$ cat src/rtl/display_scan_generator.sv
`default_nettype none
// ============================================================================
// Module   : display_scan_generator
// Purpose  : Owns the 7-segment digit scan. A prescaler steps through every
//            digit position (highest first). On each step one registered
//            4-bit digit code is emitted for the new position. Codes cover
//            24/12-hour formatting with A/P, hyphens for invalid fields,
//            leading-zero blanking of the hour and a blink for the field
//            being edited.
// Ports    : clk, rst_n (async assert, active-low)
//            display_mode  0 = 24-hour, 1 = 12-hour
//            out_time      packed fields, field k at [k*FIELD_W +: FIELD_W]
//            blank_lz      blank a zero tens digit of the displayed hour
//            edit_en       blink enable
//            edit_sel      display field position to blink
//            digit_idx     digit position (2k+1 tens, 2k ones of field k)
//            digit_code    0-9, 10 = A, 11 = P, 12 = hyphen, 15 = off
//            frame_start   pulse when digit_idx becomes 2*FIELDS-1
// Revision : 1.0 - initial release
// ============================================================================
module display_scan_generator #(
    parameter int FIELDS       = 3,
    parameter int FIELD_W      = 7,
    parameter int SCAN_DIV     = 1000,
    parameter int BLINK_FRAMES = 64,
    parameter int IDX_W        = $clog2(2*FIELDS)
) (
    input  logic                      clk,
    input  logic                      rst_n,
    input  logic                      display_mode,
    input  logic [FIELDS*FIELD_W-1:0] out_time,
    input  logic                      blank_lz,
    input  logic                      edit_en,
    input  logic [IDX_W-1:0]          edit_sel,
    output logic [IDX_W-1:0]          digit_idx,
    output logic [3:0]                digit_code,
    output logic                      frame_start
);

    localparam int c_PRE_W = $clog2(SCAN_DIV);
    localparam int c_BLK_W = $clog2(BLINK_FRAMES + 1);
    // Arithmetic width: wide enough to hold 99 even for narrow fields.
    localparam int c_VW    = (FIELD_W > 7) ? FIELD_W : 7;

    localparam logic [IDX_W-1:0]   c_LAST_IDX = IDX_W'(2*FIELDS - 1);
    localparam logic [IDX_W-1:0]   c_HOUR_D   = IDX_W'(FIELDS - 1);
    localparam logic [FIELD_W-1:0] c_ALL_ONES = '1;
    localparam logic [3:0] c_CODE_A    = 4'd10;
    localparam logic [3:0] c_CODE_P    = 4'd11;
    localparam logic [3:0] c_CODE_HYPH = 4'd12;
    localparam logic [3:0] c_CODE_OFF  = 4'd15;

    logic [c_PRE_W-1:0] r_presc;
    logic               w_tick;
    logic [IDX_W-1:0]   w_idx_nxt;
    logic               w_frame_evt;

    logic               r_phase;
    logic [c_BLK_W-1:0] r_bcnt;
    logic               r_edit_en_d;
    logic [IDX_W-1:0]   r_edit_sel_d;
    logic               w_clear;
    logic               w_phase_nxt;
    logic [c_BLK_W-1:0] w_bcnt_nxt;

    logic [FIELD_W-1:0] w_field [FIELDS];
    logic [IDX_W-1:0]   w_d;
    logic               w_is_tens;
    logic [IDX_W-1:0]   w_src_sel;
    logic [FIELD_W-1:0] w_src_raw;
    logic               w_src_is_hour;
    logic               w_src_bad;
    logic [c_VW-1:0]    w_v;
    logic [3:0]         w_tens;
    logic [3:0]         w_ones;
    logic               w_hour_bad;
    logic               w_hour_pm;
    logic               w_ap_pos;
    logic               w_blink;
    logic [3:0]         w_code;

    genvar k;
    generate
        for (k = 0; k < FIELDS; k++) begin : g_fields
            assign w_field[k] = out_time[k*FIELD_W +: FIELD_W];
        end
    endgenerate

    // ------------------------------------------------------------------
    // Scan sequencing
    // ------------------------------------------------------------------
    assign w_tick      = (r_presc == c_PRE_W'(SCAN_DIV - 1));
    assign w_idx_nxt   = (digit_idx == '0) ? c_LAST_IDX : digit_idx - 1'b1;
    assign w_frame_evt = w_tick && (digit_idx == '0);

    // ------------------------------------------------------------------
    // Blink state. The next-state phase is what the code for the new
    // digit uses, so a frame boundary switches the whole frame at once.
    // The counter holds 0 right after a clear; the partial frame in which
    // editing started is therefore not counted toward the first half-period.
    // ------------------------------------------------------------------
    assign w_clear = (edit_en && !r_edit_en_d) || (edit_sel != r_edit_sel_d);

    always_comb begin
        w_phase_nxt = r_phase;
        w_bcnt_nxt  = r_bcnt;
        if (w_clear || !edit_en) begin
            w_phase_nxt = 1'b0;
            w_bcnt_nxt  = '0;
        end else if (w_frame_evt) begin
            if (r_bcnt == c_BLK_W'(BLINK_FRAMES)) begin
                w_phase_nxt = ~r_phase;
                w_bcnt_nxt  = c_BLK_W'(1);
            end else begin
                w_bcnt_nxt  = r_bcnt + 1'b1;
            end
        end
    end

    // ------------------------------------------------------------------
    // Digit code for the position about to be displayed
    // ------------------------------------------------------------------
    assign w_d       = w_idx_nxt >> 1;
    assign w_is_tens = w_idx_nxt[0];
    // In 12-hour mode every display field shows the next source field up.
    assign w_src_sel     = display_mode ? (w_d + 1'b1) : w_d;
    assign w_src_is_hour = (w_src_sel == c_HOUR_D);
    assign w_ap_pos      = display_mode && (w_d == c_HOUR_D);

    assign w_hour_bad = (w_field[FIELDS-1] == c_ALL_ONES) ||
                        (c_VW'(w_field[FIELDS-1]) > c_VW'(99));
    assign w_hour_pm  = (c_VW'(w_field[FIELDS-1]) >= c_VW'(12));

    always_comb begin
        w_src_raw = '0;
        for (int i = 0; i < FIELDS; i++) begin
            if (w_src_sel == IDX_W'(i)) begin
                w_src_raw = w_field[i];
            end
        end
    end

    assign w_src_bad = (w_src_raw == c_ALL_ONES) || (c_VW'(w_src_raw) > c_VW'(99));

    always_comb begin
        w_v = c_VW'(w_src_raw);
        if (display_mode && w_src_is_hour) begin
            if (w_src_raw == '0) begin
                w_v = c_VW'(12);
            end else if ((w_v >= c_VW'(13)) && (w_v <= c_VW'(23))) begin
                w_v = w_v - c_VW'(12);
            end
        end
    end

    assign w_tens  = 4'(w_v / c_VW'(10));
    assign w_ones  = 4'(w_v % c_VW'(10));
    assign w_blink = edit_en && (edit_sel == w_d) && w_phase_nxt;

    always_comb begin
        w_code = w_is_tens ? w_tens : w_ones;
        if (w_blink) begin
            w_code = c_CODE_OFF;
        end else if (w_ap_pos) begin
            if (w_hour_bad) begin
                w_code = c_CODE_HYPH;
            end else if (w_is_tens) begin
                w_code = w_hour_pm ? c_CODE_P : c_CODE_A;
            end else begin
                w_code = c_CODE_OFF;
            end
        end else if (w_src_bad) begin
            w_code = c_CODE_HYPH;
        end else if (blank_lz && w_is_tens && w_src_is_hour && (w_tens == 4'd0)) begin
            w_code = c_CODE_OFF;
        end
    end

    // ------------------------------------------------------------------
    // Registers
    // ------------------------------------------------------------------
    always_ff @(posedge clk or negedge rst_n) begin
        if (!rst_n) begin
            r_presc      <= '0;
            digit_idx    <= '0;
            digit_code   <= c_CODE_OFF;
            frame_start  <= 1'b0;
            r_phase      <= 1'b0;
            r_bcnt       <= '0;
            r_edit_en_d  <= 1'b0;
            r_edit_sel_d <= '0;
        end else begin
            r_presc      <= w_tick ? '0 : r_presc + 1'b1;
            frame_start  <= w_frame_evt;
            r_phase      <= w_phase_nxt;
            r_bcnt       <= w_bcnt_nxt;
            r_edit_en_d  <= edit_en;
            r_edit_sel_d <= edit_sel;
            if (w_tick) begin
                digit_idx  <= w_idx_nxt;
                digit_code <= w_code;
            end
        end
    end

endmodule
`default_nettype wire
$ cat config.mk
export PLATFORM = sky130hd
export DESIGN_NAME = display_scan_generator
export DESIGN_NICKNAME = d
export VERILOG_FILES = /design/src/rtl/display_scan_generator.sv
export SDC_FILE = /design/constraint.sdc
export NUM_CORES = 1
export LEC_CHECK = 0
export CORE_ASPECT_RATIO = 1.2
export CORE_MARGIN = 2
export CORE_UTILIZATION = 35
export CTS_BUF_LIST = sky130_fd_sc_hd__clkbuf_16
export DETAILED_ROUTE_END_ITERATION = 10
export GPL_TIMING_DRIVEN = 0
export PLACE_DENSITY_LB_ADDON = 0.3
export SYNTH_ARGS = -nofsm -noshare
export SYNTH_HDL_FRONTEND = slang
export SYNTH_SLANG_ARGS = --single-unit
$ cat constraint.sdc
create_clock -name clk -period 10.1 [get_ports clk]
set_input_delay 2.02 -clock clk [delete_from_list [all_inputs] [get_ports clk]]
set_output_delay 2.02 -clock clk [all_outputs]
set_load 0.05 [all_outputs]
==> impl_metrics.yaml <==
routing:
  drt-wirelength-per-cell_um: 16.5
  totalWireLength_mm: 8.13
  drc: 0
  ant_nets: 0
  vias: 2955
  drt-initial-drc-count: 155
  vias_per_cell: 6.01
  firstDrtPassIters: 5
timing:
  slew_violations: 0
  fin_crit_sh_pct: 87.6
  timing.fmax_mhz: 113
  setup-violations-final: 0
  slew_headroom_pct: 47.5
  min_period_ns: 8.85
  grt_setup_unrepaired: "no"
  setup_tns_ns: 0
  hold_violations: 0
  worstMarginPinSlew_ns: 0.779
  clock_skew_ns: 0.0103
finish:
  nets: 437
  layout_commonest_cell: "clkdlybuf4s50_1"
  stdcell_count: 492
  most-common-layout-cells: "35 x clkdlybuf4s50_1, 34 x nor2_1, 33 x nand2_1"
  finalCoreUtilization_pct: 43.8
  drive_gt1_share_pct: 12.3
  antenna_cells: 0
  syn_to_final_growth_pct: 21.8
yosys:
  synthAdderAreaFrac_pct: 5.15
  synth_area_um2: 2920
  ys_warn_count: 0
  synth-simple-area-share_pct: 27.2
  synth-seq-area-share_pct: 25.9
  synthMuxAreaShare_pct: 2.92
  syn_inst: 353
  synth_nets: 394
  syn_avg_cell_area_um2: 8.26
  synth_top_family_by_area: "compound AO/OA/AOI/OAI gates"
  synth-compound-area-share_pct: 30.6
  synth-xor-area-share_pct: 4.51
  ys_ff_latch: 30
  ys.flop_type: "dfrtp_1"
  synthArstFlopShare_pct: 100
  ys_types: 74
  synth_edf_count: 0
worst_setup_path:
  critPathKind: "in -> reg"
  required_ns: 10.29
  critPathArrivalTime_ns: 9.04
  path_max_fanout: 7
  crit_path_end_kind: "register"
  critPathLaunchType: "input port"
clock_network:
  numCtsBuffers: 5
  root_buffer: "clkbuf_16"
  post-cts-setup-buffers: 0
  clockBufferDepth: 2
  path_clk_slew_ns: 0.05
  htreeDepth: 2
  holdBufCountCts: 0
  postCtsResizedCells: 0
  numClockSinks: 30
  cts_tree: "built"
  clk-insertion-delay-late_ns: 0.28
die:
  core_area_um2: 8110
  core.rowCount: 36
  dieArea_um2: 9080
  die_x_um: 87.3
  die_h_um: 104
  start_util_pct: 36.0
  io_pins: 37
placement:
  gp_congestion: 0.915
  dp_hpwl_mm: 6.42
  dp_cells: 484
  io_buffers: 36
global_routing:
  grt_use_total_pct: 18.3
  grt_pass1_vias: 2914
  antenna_found_initial: 0
  grt_max_degree: 31
  grt_pass1_wl_mm: 13.6
  overflow: 0
power_and_ir_drop:
  p_per_area_nw_per_um2: 104
  leakage_nw: 1.37
  irDropWorstVdd_mv: 0.0601
  total_power_mw: 0.370
min_path:
  hold_path_class: "reg -> reg"
run_status:
  outcome: "finished, final reports clean"
run:
  max_cap_viol_count: 0
-- cells in the mapped netlist (3+ instances only) --
master	n	area [µm²]
dfrtp_1	26	651
a21oi_2	3	26.3
or3_1	3	18.8
o21a_1	7	52.6
o32ai_1	3	26.3
mux2i_1	6	60.1
nand4_1	6	37.5
a211oi_1	10	75.1
o21ai_0	13	65.1
clkbuf_1	3	11.3
nor3_1	5	25.0
o21ai_1	7	35.0
ha_1	12	150
a2bb2oi_1	3	26.3
nor2_1	34	128
nand3_1	12	60.1
and3_1	8	50.1
nand2b_1	4	25.0
a21oi_1	22	110
o32a_1	3	30.0
a32oi_1	3	26.3
xnor2_1	5	43.8
nor4_1	7	43.8
or2_2	4	25.0
o211ai_1	3	22.5
a31oi_1	4	25.0
and2_1	3	18.8
inv_1	14	52.6
xor2_1	10	87.6
a31o_2	4	35.0
nand2_1	33	124
dfstp_2	4	105
nor2b_1	6	37.5
o22a_1	5	43.8
o22ai_1	4	25.0
-- cell type report --
type | instances | area [µm²]
Tap cell | 95 | 119
Sequential cell | 30 | 756
Timing Repair Buffer | 36 | 355
Fill cell | 770 | 4560
Clock buffer | 5 | 125
Buffer | 7 | 43.8
Inverter | 17 | 63.8
Clock inverter | 3 | 37.5
Multi-Input combinational cell | 299 | 2050
-- kinds of logic after synthesis --
family                     count (synthesis)
and+or+nand+nor                          146
AOI/OAI and AO/OA                        118
DFF                                       30
buffers and inverters                     24
xor gates and xnor gates                  15
adders and majority gates                 12
muxes                                      8
-- report_power, final --
part / leakage [nW] / internal [mW] / switching [mW]
clock: 0.0826 / 0.114 / 0.0507
combinational: 0.910 / 0.0346 / 0.0488
sequential: 0.381 / 0.121 / 0.000346
total: 1.37 / 0.270 / 0.0999
-- worst max-delay path, stage by stage --
cell	delay [ns]
clkdlybuf4s50_1	0.63
nand2b_1	0.30
a21oi_4	0.28
o22a_1	0.25
or2_2	0.14
o21a_1	0.22
ha_1	0.17
inv_1	0.04
o31a_1	0.31
and2_1	0.22
nor4_2	0.44
or2_2	0.24
nor2_1	0.09
a21oi_1	0.17
nor2_1	0.05
a211oi_1	0.32
ha_1	0.31
a31oi_1	0.22
or4_1	0.49
o211ai_1	0.47
xnor2_1	0.21
ha_1	0.27
a2111oi_2	0.06
a211oi_1	0.33
o211ai_2	0.22
nor3_2	0.14
a211oi_1	0.06
o32a_1	0.36
-- worst paths after layout --
check                             startpoint            end  slack, ns  cells after the start
worst max-delay path            display_mode  digit_code[0]       1.25                     28
worst min-delay path              r_presc[0]     r_presc[0]       0.48                      1
worst max register to register  digit_idx[0]  digit_code[0]       2.15                     30
worst min register to register    r_presc[0]     r_presc[0]       0.48                      1
max in group asynchronous              rst_n     r_presc[0]       7.89                      1
min in group asynchronous              rst_n      r_bcnt[6]       1.77                      1
-- through the flow --
stage	setup WS, ns	hold WS, ns	cell area [µm²]
3_5_place_dp	1.09	0.477	3390
3_3_place_gp	1.16	0.470	3390
4_1_cts	1.33	0.483	3560
2_1_floorplan	2.63	0.448	2920
6_report	1.25	0.483	3550
5_1_grt	0.513	0.504	3550
-- flip-flops by register name, summed over array words and instances, names as in the netlist --
register,flops
digit_idx,3
r_edit_sel_d,3
r_presc,10
digit_code,4
frame_start,1
r_edit_en_d,1
r_bcnt,7
r_phase,1
-- metal layers --
metal | part of all wire [%] | up-vias | global-route usage [%]
met1 | 42 | 1413 | 21.9
met4 | 3.8 | 0 | 8.46
met2 | 51 | 82 | 32.3
met5 | 0 | - | 0
li1 | - | 1433 | -
met3 | 3.0 | 27 | 1.67
(Power assumes the default switching activity.)
